## config.mk

```make
export PLATFORM = sky130hd
export DESIGN_NAME = ulx3s_reset_sequencer
export DESIGN_NICKNAME = d
export VERILOG_FILES = /design/src/rtl/ulx3s_reset_sequencer.sv
export SDC_FILE = /design/constraint.sdc
export NUM_CORES = 1
export LEC_CHECK = 0
export BUFFER_PORTS_ARGS = -buffer_cell sky130_fd_sc_hd__buf_2
export CORE_MARGIN = 5
export CORE_UTILIZATION = 43
export CTS_BUF_LIST = sky130_fd_sc_hd__clkbuf_4 sky130_fd_sc_hd__clkbuf_8
export DETAILED_ROUTE_END_ITERATION = 12
export PLACE_DENSITY = 0.61
export SETUP_SLACK_MARGIN = 0.15
export SYNTH_ARGS = -nofsm -noshare
export SYNTH_HDL_FRONTEND = slang
export SYNTH_SLANG_ARGS = --single-unit
```

## constraint.sdc

```tcl
create_clock -name i_clock -period 4.5 [get_ports i_clock]
set_input_delay 0.45 -clock i_clock [delete_from_list [all_inputs] [get_ports i_clock]]
set_output_delay 0.45 -clock i_clock [all_outputs]
set_load 0.005 [all_outputs]
```

## src/rtl/ulx3s_reset_sequencer.sv

```systemverilog
// Reset/lock manager behind the ULX3S PLL: filters lock, stretches reset,
// releases per-domain resets in staggered order and retries the PLL on timeout.
module ulx3s_reset_sequencer #(
  parameter int unsigned CHANNELS       = 4,
  parameter int unsigned LOCK_FILTER    = 16,
  parameter int unsigned STRETCH_CYCLES = 64,
  parameter int unsigned STAGGER_CYCLES = 8,
  parameter int unsigned TIMEOUT_CYCLES = 1000000,
  parameter int unsigned PLL_RST_CYCLES = 32
) (
  input  logic                i_clock,
  input  logic                i_reset,
  input  logic                i_pll_locked,
  input  logic                i_force_reset,
  output logic [CHANNELS-1:0] o_rst_out,
  output logic                o_ready,
  output logic                o_pll_rst,
  output logic [7:0]          o_lock_lost_count,
  output logic                o_timeout
);
  localparam int unsigned MAX_AB = (LOCK_FILTER > STRETCH_CYCLES) ? LOCK_FILTER : STRETCH_CYCLES;
  localparam int unsigned MAX_CD = (STAGGER_CYCLES > PLL_RST_CYCLES) ? STAGGER_CYCLES : PLL_RST_CYCLES;
  localparam int unsigned MAX_4  = (MAX_AB > MAX_CD) ? MAX_AB : MAX_CD;
  localparam int unsigned MAX_P  = (MAX_4 > TIMEOUT_CYCLES) ? MAX_4 : TIMEOUT_CYCLES;
  localparam int unsigned CW     = $clog2(MAX_P + 1);
  localparam int unsigned RW     = $clog2(CHANNELS + 1);

  typedef enum logic [2:0] {
    S_WAIT_LOCK,
    S_FILTER,
    S_STRETCH,
    S_RELEASE,
    S_RUN,
    S_PLLRST
  } state_t;

  logic                r_sync;
  logic                r_locked_s;
  state_t              r_state;
  logic [CW-1:0]       r_cnt;
  logic [CW-1:0]       r_timer;
  logic [RW-1:0]       r_rel;
  logic [CHANNELS-1:0] r_rst_out;
  logic                r_ready;
  logic                r_pll_rst;
  logic [7:0]          r_lost;
  logic                r_timeout;

  state_t              w_state_nx;
  logic [CW-1:0]       w_cnt_nx;
  logic [CW-1:0]       w_timer_nx;
  logic [CW-1:0]       w_timer_inc;
  logic [RW-1:0]       w_rel_nx;
  logic [CHANNELS-1:0] w_rst_out_nx;
  logic                w_ready_nx;
  logic                w_pll_rst_nx;
  logic [7:0]          w_lost_nx;
  logic                w_timeout_nx;

  assign w_timer_inc = r_timer + CW'(1);

  // Next-state and next-output logic; outputs are derived from the next state
  always_comb begin
    w_state_nx   = r_state;
    w_cnt_nx     = r_cnt;
    w_timer_nx   = r_timer;
    w_rel_nx     = r_rel;
    w_lost_nx    = r_lost;
    w_timeout_nx = r_timeout;
    w_rst_out_nx = '1;
    w_ready_nx   = 1'b0;
    w_pll_rst_nx = 1'b0;

    unique case (r_state)
      S_WAIT_LOCK, S_FILTER: begin
        w_timer_nx = w_timer_inc;
        if (w_timer_inc == CW'(TIMEOUT_CYCLES)) begin
          w_state_nx   = S_PLLRST;
          w_cnt_nx     = '0;
          w_timeout_nx = 1'b1;
        end else if (i_force_reset && r_locked_s) begin
          w_state_nx = S_STRETCH;
          w_cnt_nx   = '0;
          w_timer_nx = '0;
        end else if (!r_locked_s) begin
          w_state_nx = S_WAIT_LOCK;
        end else if (r_state == S_WAIT_LOCK) begin
          w_state_nx = S_FILTER;
          w_cnt_nx   = '0;
        end else if (r_cnt == CW'(LOCK_FILTER - 1)) begin
          w_state_nx = S_STRETCH;
          w_cnt_nx   = '0;
          w_timer_nx = '0;
        end else begin
          w_cnt_nx = r_cnt + CW'(1);
        end
      end
      S_STRETCH, S_RELEASE, S_RUN: begin
        // Lock loss outranks a simultaneous force request
        if (!r_locked_s) begin
          w_state_nx = S_WAIT_LOCK;
          w_timer_nx = '0;
          if (r_lost != 8'hFF) w_lost_nx = r_lost + 8'd1;
        end else if (i_force_reset) begin
          w_state_nx = S_STRETCH;
          w_cnt_nx   = '0;
        end else if (r_state == S_STRETCH) begin
          if (r_cnt == CW'(STRETCH_CYCLES - 1)) begin
            w_state_nx = S_RELEASE;
            w_cnt_nx   = '0;
            w_rel_nx   = RW'(1);
          end else begin
            w_cnt_nx = r_cnt + CW'(1);
          end
        end else if (r_state == S_RELEASE) begin
          if (r_rel == RW'(CHANNELS)) begin
            w_state_nx = S_RUN;
          end else if (r_cnt == CW'(STAGGER_CYCLES - 1)) begin
            w_rel_nx = r_rel + RW'(1);
            w_cnt_nx = '0;
          end else begin
            w_cnt_nx = r_cnt + CW'(1);
          end
        end
      end
      S_PLLRST: begin
        if (r_cnt == CW'(PLL_RST_CYCLES - 1)) begin
          w_state_nx = S_WAIT_LOCK;
          w_cnt_nx   = '0;
          w_timer_nx = '0;
        end else begin
          w_cnt_nx = r_cnt + CW'(1);
        end
      end
      default: w_state_nx = S_WAIT_LOCK;
    endcase

    w_ready_nx   = (w_state_nx == S_RUN);
    w_pll_rst_nx = (w_state_nx == S_PLLRST);
    if (w_state_nx == S_RUN) begin
      w_rst_out_nx = '0;
    end else if (w_state_nx == S_RELEASE) begin
      for (int unsigned k = 0; k < CHANNELS; k++) begin
        if (RW'(k) < w_rel_nx) w_rst_out_nx[k] = 1'b0;
      end
    end
  end

  always_ff @(posedge i_clock or posedge i_reset) begin
    if (i_reset) begin
      r_sync     <= 1'b0;
      r_locked_s <= 1'b0;
      r_state    <= S_WAIT_LOCK;
      r_cnt      <= '0;
      r_timer    <= '0;
      r_rel      <= '0;
      r_rst_out  <= '1;
      r_ready    <= 1'b0;
      r_pll_rst  <= 1'b0;
      r_lost     <= '0;
      r_timeout  <= 1'b0;
    end else begin
      r_sync     <= i_pll_locked;
      r_locked_s <= r_sync;
      r_state    <= w_state_nx;
      r_cnt      <= w_cnt_nx;
      r_timer    <= w_timer_nx;
      r_rel      <= w_rel_nx;
      r_rst_out  <= w_rst_out_nx;
      r_ready    <= w_ready_nx;
      r_pll_rst  <= w_pll_rst_nx;
      r_lost     <= w_lost_nx;
      r_timeout  <= w_timeout_nx;
    end
  end

  assign o_rst_out         = r_rst_out;
  assign o_ready           = r_ready;
  assign o_pll_rst         = r_pll_rst;
  assign o_lock_lost_count = r_lost;
  assign o_timeout         = r_timeout;

endmodule

```

======== Word-level counts from Yosys, hierarchy flattened ========
Cells that the tools add are included.
storage, ports and cells
  bits of input ports ..................... 4
  logic and storage cells ................. 99
  register bits ........................... 63
operators by class
  reductions and logical operators ........ 9
  $lt $le $gt $ge ......................... 4
  add/sub/neg operators ................... 4
  bitwise operators ....................... 1
  eq/ne operators ......................... 21
  muxes and demuxes ....................... 49
operators by type and width
  operator                                                   number
  two-way mux 20 bit                                         20
  case mux 20 bit (3 select lines)                           2
  two-way mux 3 bit                                          20
  adder 20 x 1 -> 20 bit, second input constant              2
  == test 20 bit, second input constant                      1
  == test 20 x 3 -> 1 bit, second input constant             1
  == test 20 x 4 -> 1 bit, second input constant             1
  == test 20 x 5 -> 1 bit, second input constant             1
  == test 20 x 6 -> 1 bit, second input constant             1
  == test 3 bit, second input constant                       5
  != test 4 bit, second input constant                       3
  == test 3 x 2 -> 1 bit, second input constant              3
  case mux 3 bit (3 select lines)                            1
  adder 8 x 1 -> 8 bit, second input constant                1
  two-way mux 4 bit                                          2
  != test 8 bit, second input constant                       1
  less-than comparator 1 x 3 -> 1 bit, first input constant  2
  less-than comparator 2 x 3 -> 1 bit, first input constant  2
  != test 2 bit, second input constant                       3
  AND reduction 3 bit                                        2
  AND reduction 5 bit                                        1
  two-way mux 1 bit                                          4
  adder 3 x 1 -> 3 bit, second input constant                1
  == test 3 x 1 -> 1 bit, second input constant              1
  7 further kinds                                            7

======== Longest topological paths before layout ========
Gate-level depths: netlist of the first run.
  depth in word-level cells ............... 12
  gate-level depth with buffers ........... 10
  mapped depth without buffers ............ 9

======== Worst setup path before layout of the first run ========
No wires, ideal clock.
  path kind ............................... register to register
  start point ............................. register r_timer[2]
  end point ............................... register r_cnt[19]
  slack ................................... 1682 ps
  data arrival time ....................... 2744 ps
  library setup time ...................... 73 ps
  stages on the path, launching flop included .. 10
  clock period less this slack ............ 2818 ps
  path buffers ............................ 1
  required time ........................... 4427 ps
  path through ............................ dfrtp_1 buf_2 nand4_1 nor4_1 xor2_1 nor4_2 nand4_2 a2111o_1 or4_4 a21oi_2
on the way
  cells in the longest elaborated chain, start to end .. 4
  elaborated cells on any way between the ends .. 6
  classes of those cells .................. add/sub (1); eq/ne (2); mux (2); reduce/logical (1)
RTL lines
  item                                                                                             line  text
  from (decl)                                                                                      41    logic [CW-1:0] r_timer;
  from (signal assigned)                                                                           167   r_timer <= w_timer_nx;
  adder 20 x 1 -> 20 bit (*)                                                                       60    assign w_timer_inc = r_timer + CW'(1);
  == test 20 bit (*)                                                                               77    if (w_timer_inc == CW'(TIMEOUT_CYCLES)) begin
  != test 4 bit (no source line) / two-way mux 20 bit (equally long branches)                      --
  AND reduction 5 bit (no source line) / case mux 20 bit (3 select lines) (equally long branches)  --
  to (signal assigned)                                                                             166   r_cnt <= w_cnt_nx;
  to (decl)                                                                                        40    logic [CW-1:0] r_cnt;
Mark *: on every way between the ends. The rest lies on a longest branch, timed or not.
A chain may end at the register's enable or synchronous reset.

======== Worst setup path after layout of the first run ========
  start point ............................. register r_timer[2]
  end point ............................... register r_cnt[0]
Same word-level chain as after synthesis.

==> results.toml, run 1 <==
[place]
dp_cells = 517
io_buffer_count = 18
dp_hpwl_um = 5501
routabilityCongestion = 0.8538

[grt]
grt_overflow_total = 0
grt_pass1_wl_um = 14080
antenna_found_initial = 0
grt_max_degree = 64
grt_pass1_vias = 2933
grt_usage = 0.1653

[flow_run]
max-cap-violations = 0

[synth]
yosysWarningCount = 0
synthCells = 407
yosysUniqueCellTypes = 64
ys.flop_type = "dfrtp_1"
synth_mux_area_frac = 0.01680
synth.yosys.seq_area_share = 0.4247
synth-compound-area-share = 0.2070
synth_nets = 416
synth_area_sq_um = 3724
synth_area_per_cell_sq_um = 9.149
synth_xor_area_frac = 0.02587
synthSimpleGateAreaFrac = 0.2658
async_reset_ff_frac = 1.000
synth-edff-count = 0
synth_top_family_by_area = "simple AND/OR/NAND/NOR gates"
synth-seq-cells = 63
yosys.area_share.adder = 0.01680

[worst_hold_path]
hold_class = "primary input to flop"

[drt]
wl_per_cell_um = 15.05
routed_wl_um = 8022
vias = 3136
drt_pre_antenna_iters = 4
postRouteAntennaNets = 0
drt_first_iter_violations = 163
routed_via_density = 5.884
drc = 0

[clock_network]
cts_hold_buf = 0
insertion_delay_ns = 0.34
clock-root-buffer = "clkbuf_8"
postCtsSetupBuffers = 0
cts_buffer_depth = 2
htree_num_levels = 3
cts.sinks = 63
numCtsBuffers = 9
cts.clk_slew.worst_paths_ns = 0.08
cts_tree = "yes"
cts_resized = 0

[timing]
min_period_ns = 3.344
fin_worst_skew_ns = 0.01390
min_period_over_period = 0.7431
rsz0062_at_grt = "false"
worst_pin_slew_ns = 1.235
fmax_ghz = 0.2991
slew_viol_final = 0
finalSetupViolCount = 0
hold_viol = 0
slew_headroom = 0.1732
setup_tns_ns = 0

[setup_path]
slowest_delay_ns = 0.67
path_cells = "nand4_1 > nor4_1 > xor2_1 > nor4_2 > nand4_2 > a21o_2 > nor2b_1 > mux2_2"
r2r_slack_ns = 1.16
start_kind = "flop"
crit_arrival_ns = 3.62
reg2reg_from = "r_timer[2]"
crit_fanout = 25
crit_required_ns = 4.78
slowest_stage = "nor2b_1"
cp-end-kind = "flop"
timing.rr.end = "r_cnt[0]"
crit_type = "flop to flop"
reg2reg_depth = 8
startpoint = "r_timer[2]"
crit_end = "r_cnt[0]"

[floorplan]
pin_count = 19
die_y_um = 103.1
start_util = 0.4333
fp.dieArea_sq_um = 10620
core_area_sq_um = 8593
fp-row-count = 34
die_w_um = 103.1

[layout]
fin_cells = 533
insertedDiodeCount = 0
drive_above_1_share = 0.1459
num-nets-final = 429
mostFrequentLayoutCell = "dfrtp_1"
final_cell_mix = "59 x dfrtp_1, 33 x nand2_1, 32 x a21oi_1, 30 x nor2_1, 28 x o21ai_0"
utilization = 0.4725
area_growth_pct = 9.039

[pwr]
ir_drop_mv = 0.1656
power.density_nw_per_um2 = 269.5
p_leak_nw = 1.703

[status]
outcome = "complete, no violations"
==> worst min path at each step <==
stage | to | cells after the start | slack (ns) | from
6_report | r_sync | 1 | 0.22 | i_pll_locked
5_1_grt | r_sync | 1 | 0.20 | i_pll_locked
4_1_cts | r_sync | 1 | 0.20 | i_pll_locked
3_5_place_dp | r_locked_s | 0 | 0.35 | r_sync
3_3_place_gp | r_locked_s | 0 | 0.33 | r_sync
2_1_floorplan | r_locked_s | 0 | 0.33 | r_sync
==> metrics by stage <==
step	area, sq um	power, mW	hold WS [ns]	worst slack, ns
floorplan	3724	0.5913	0.3312	1.682
finish	4060	1.094	0.2195	1.156
global route	4060	1.144	0.2016	0.7922
detailed placement	3856	0.5968	0.3491	1.142
CTS	4060	1.111	0.2009	1.121
global placement	3856	0.5964	0.3312	1.209
==> area by class of cell <==
class                      instances  area (sq um)
multi-input combinational        312          1982
clock buffer                       9         123.9
fill                             813          4533
clock inverter                     7         80.08
inverter                          14         52.55
tap                              108         135.1
timing repair buffer              20         105.1
sequential                        63          1582
==> synth_stat cells, drive strengths merged (3+ instances only) <==
cell	count	share of area
nand3	18	0.029
nor2	30	0.030
o21ai	28	0.038
ha	5	0.017
nand3b	3	0.0060
xnor2	9	0.021
and3	12	0.020
nand2	33	0.033
or4	6	0.013
nor2b	5	0.0084
nand2b	4	0.0067
a22o	10	0.024
buf	10	0.020
a21oi	33	0.045
nor3b	4	0.0081
a31oi	5	0.0084
clkbuf	8	0.0084
nor3	14	0.019
or3	12	0.021
mux2i	4	0.011
and2	4	0.0067
dfstp	4	0.028
dfrtp	59	0.40
nor4	9	0.021
o31ai	6	0.013
a21o	14	0.029
inv	14	0.014
nand4	12	0.026
and4	4	0.0094
==> cell families after synthesis <==
family	Yosys count
compound gates	117
xor+xnor	11
fa+ha+maj	5
buf+inv	32
flops	63
mux	6
simple gates	173
==> metal layers <==
layer,track usage,share of wire,vias to the layer above
met5,0,0,-
li1,-,-,1542
met3,0.04127,0.032,10
met4,0.05378,0.016,0
met2,0.2486,0.46,46
met1,0.2334,0.49,1538
==> flip-flops by register name, summed over array words and instances (netlist names) <==
register / count
r_state: 3
o_lock_lost_count: 8
o_rst_out: 4
r_locked_s: 1
r_cnt: 20
o_pll_rst: 1
r_timer: 20
o_timeout: 1
r_rel: 3
o_ready: 1
r_sync: 1
==> critical path: cells and delay by family (launching register included) <==
| kind | cells | cell delay (ns) |
|---|---|---|
| AND/OR/NAND/NOR | 5 | 1.96 |
| multiplexers | 1 | 0.28 |
| XOR/XNOR | 1 | 0.14 |
| flip-flops | 1 | 0.47 |
| AO/OA/AOI/OAI | 1 | 0.42 |
==> report_power, final <==
group	internal (mW)	switching (mW)	total, mW
sequential	0.567	0.00139	0.568
clock	0.262	0.247	0.510
combinational	0.00286	0.0133	0.0161
total	0.832	0.262	1.09
(Power assumes the default switching activity.)
==> run 2, diff against run 1 <==
--- a/config.mk
+++ b/config.mk
@@ -5,6 +5,7 @@
 export SDC_FILE = /design/constraint.sdc
 export NUM_CORES = 1
 export LEC_CHECK = 0
+export ABC_AREA = 1
 export BUFFER_PORTS_ARGS = -buffer_cell sky130_fd_sc_hd__buf_2
 export CORE_MARGIN = 5
 export CORE_UTILIZATION = 43
==> constraint.sdc (replaced) <==
create_clock -name i_clock -period 3.3 [get_ports i_clock]
set_input_delay 0.33 -clock i_clock [delete_from_list [all_inputs] [get_ports i_clock]]
set_output_delay 0.33 -clock i_clock [all_outputs]
set_load 0.005 [all_outputs]
==> run 2 against run 1 <==
Net effect: utilization is 0.61 points higher; die area is 24% higher; non-clock buffer count is 8 higher; routed wire length is 58% higher; synthesized cell count is 83% higher; cell count is 70% higher; critical path type unchanged; largest cell class unchanged; highest routed layer unchanged.
==> results.toml, run 2 <==
[flow_run]
max-cap-violations = 0

[floorplan]
start_util = 0.4357
fp-row-count = 38
die_y_um = 114.6
core_area_sq_um = 10790
pin_count = 19
die_w_um = 114.6
fp.dieArea_sq_um = 13130

[layout]
num-nets-final = 768
n_fill_cell = 1118
final_cell_mix = "247 x nand2_1, 98 x nor2_1, 83 x nand3_1, 70 x inv_1, 59 x dfrtp_1"
mostFrequentLayoutCell = "nand2_1"
drive_above_1_share = 0.09686
final_area_sq_um = 5165
insertedDiodeCount = 0
area_growth_pct = 9.846

[clock_network]
cts.clk_slew.worst_paths_ns = 0.08
numCtsBuffers = 9
cts_hold_buf = 0
clock-root-buffer = "clkbuf_8"
htree_num_levels = 3
insertion_delay_ns = 0.38
cts_buffer_depth = 2
cts_tree = "yes"
cts.sinks = 63
postCtsSetupBuffers = 0
cts_resized = 0

[drt]
drt_pre_antenna_iters = 5
vias = 4664
postRouteAntennaNets = 0
drc = 0
drt_first_iter_violations = 303
routed_via_density = 5.159
routed_wl_um = 12690
wl_per_cell_um = 14.04

[synth]
synth-edff-count = 0
synth_nets = 752
synth.area.top_cells = "dfrtp_1 31%, nand2_1 20%, nand3_1 8.8%"
async_reset_ff_frac = 1.000
synth.most_common_cell = "nand2_1"
synth_area_per_cell_sq_um = 6.328
synth_top_area_frac = 0.3140
synthTopCellsByCount = "247 x nand2_1, 98 x nor2_1, 83 x nand3_1, 71 x inv_1, 59 x dfrtp_1"
yosysUniqueCellTypes = 36
yosysWarningCount = 0
synth-seq-cells = 63
ys.flop_type = "dfrtp_1"
synthCells = 743
synth_area_sq_um = 4702
synth.yosys.seq_area_share = 0.3363
synth_area_leader_cell = "dfrtp_1"

[setup_path]
start_kind = "flop"
crit_type = "flop to flop"
startpoint = "r_timer[1]"
timing.rr.end = "r_timer[4]"
crit_required_ns = 3.58
cp-end-kind = "flop"
crit_arrival_ns = 2.83
reg2reg_from = "r_timer[1]"
reg2reg_depth = 13
crit_end = "r_timer[4]"
r2r_slack_ns = 0.76
crit_fanout = 12

[place]
io_buffer_count = 18
post_dp_cell_area_sq_um = 4940
dp_hpwl_um = 9065
dp_slack_ns = 0.7528
routabilityCongestion = 0.8936

[grt]
grt_max_degree = 64
grt_pass1_vias = 4457
grt_overflow_total = 0
grt_pass1_wl_um = 21720
grt_usage = 0.2073
antenna_found_initial = 0

[pwr]
power.density_nw_per_um2 = 390.2
p_leak_nw = 2.494
ir_drop_mv = 0.4050

[timing]
slew_headroom = 0.5376
rsz0062_at_grt = "false"
fmax_ghz = 0.3933
hold_viol = 0
fin_worst_skew_ns = 0.01525
min_period_ns = 2.542
worst_pin_slew_ns = 0.6929
finalSetupViolCount = 0
min_period_over_period = 0.7704
hold_slack_ns = 0.01147
fin_ws_ns = 0.7577
slew_viol_final = 0
setup_tns_ns = 0

[worst_hold_path]
hold_class = "primary input to async pin"

[status]
outcome = "complete, no violations"
-- run 2: cell count changes after synthesis, moves of 11 or more --
cell     delta
nor3_1     +12
and3_1     -11
nor2_1     +68
xor2_1     +15
nand3_1    +67
a21oi_1    -15
o21ai_0    -15
o21ai_1    +12
inv_1      +57
nand2_1   +214
-- run 2: per-stage QoR --
| stage | cells | util | power (mW) |
|---|---|---|---|
| floorplan | 743 | - | 1.136 |
| detailed placement | 888 | 0.4577 | 1.238 |
| global route | 904 | 0.4786 | 2.116 |
| CTS | 904 | 0.4786 | 2.031 |
| finish | 904 | 0.4786 | 2.016 |
| global placement | 888 | 0.4577 | 1.233 |
-- run 2: cells by family after synthesis --
family	synth area share
compound gates	0.05987
buf+inv	0.08728
simple gates	0.4635
fa+ha+maj	0.01330
xor+xnor	0.03725
flops	0.3363
mux	0.002395
-- run 2: how the worst min path moves through the flow --
| stage | startpoint | to | slack (ns) | cells past startpoint |
|---|---|---|---|---|
| floorplan | r_sync | r_locked_s | 0.33 | 0 |
| global placement | r_sync | r_locked_s | 0.34 | 0 |
| detailed placement | r_sync | r_locked_s | 0.34 | 0 |
| CTS | i_reset | r_cnt[5] | 0.02 | 3 |
| global route | i_reset | o_lock_lost_count[1] | 0.05 | 3 |
| finish | i_reset | o_lock_lost_count[0] | 0.01 | 3 |
-- run 2: critical path, cell delays in order, from the launching register on --
cell,delay [ns]
dfrtp_1,0.40
ha_1,0.29
nand3_2,0.17
nor2_4,0.19
nand2_1,0.07
nand2_1,0.06
nand2_1,0.06
nor2_1,0.10
nand2_1,0.05
nor2_1,0.19
nand3_2,0.11
nand2_1,0.32
nand2_2,0.24
o21ai_1,0.19
-- run 2: area by class of cell --
| class | instances | area (sq um) | share of cell area |
|---|---|---|---|
| Multi-Input combinational cell | 579 | 2710 | 0.5247 |
| Tap cell | 140 | 175.2 | 0.03391 |
| Clock inverter | 6 | 93.84 | 0.01817 |
| Timing Repair Buffer | 28 | 177.7 | 0.03440 |
| Inverter | 78 | 295.3 | 0.05717 |
| Sequential cell | 63 | 1582 | 0.3062 |
| Clock buffer | 10 | 131.4 | 0.02544 |
-- run 2: layer usage --
| metal | wire, um | vias up | GRT usage | share of wire |
|---|---|---|---|---|
| met1 | 5722 | 2131 | 0.2609 | 0.45 |
| li1 | - | 2406 | - | - |
| met4 | 250 | 0 | 0.08630 | 0.020 |
| met5 | 0 | - | 0 | 0 |
| met2 | 6123 | 108 | 0.3465 | 0.48 |
| met3 | 594 | 19 | 0.04070 | 0.047 |
-- run 2: power breakdown --
group / total (mW) / switching [mW] / internal (mW) / leakage (nW)
clock: 0.791 / 0.352 / 0.439 / 0.110
combinational: 0.332 / 0.217 / 0.115 / 1.54
sequential: 0.892 / 0.0695 / 0.823 / 0.839
total: 2.02 / 0.639 / 1.38 / 2.49
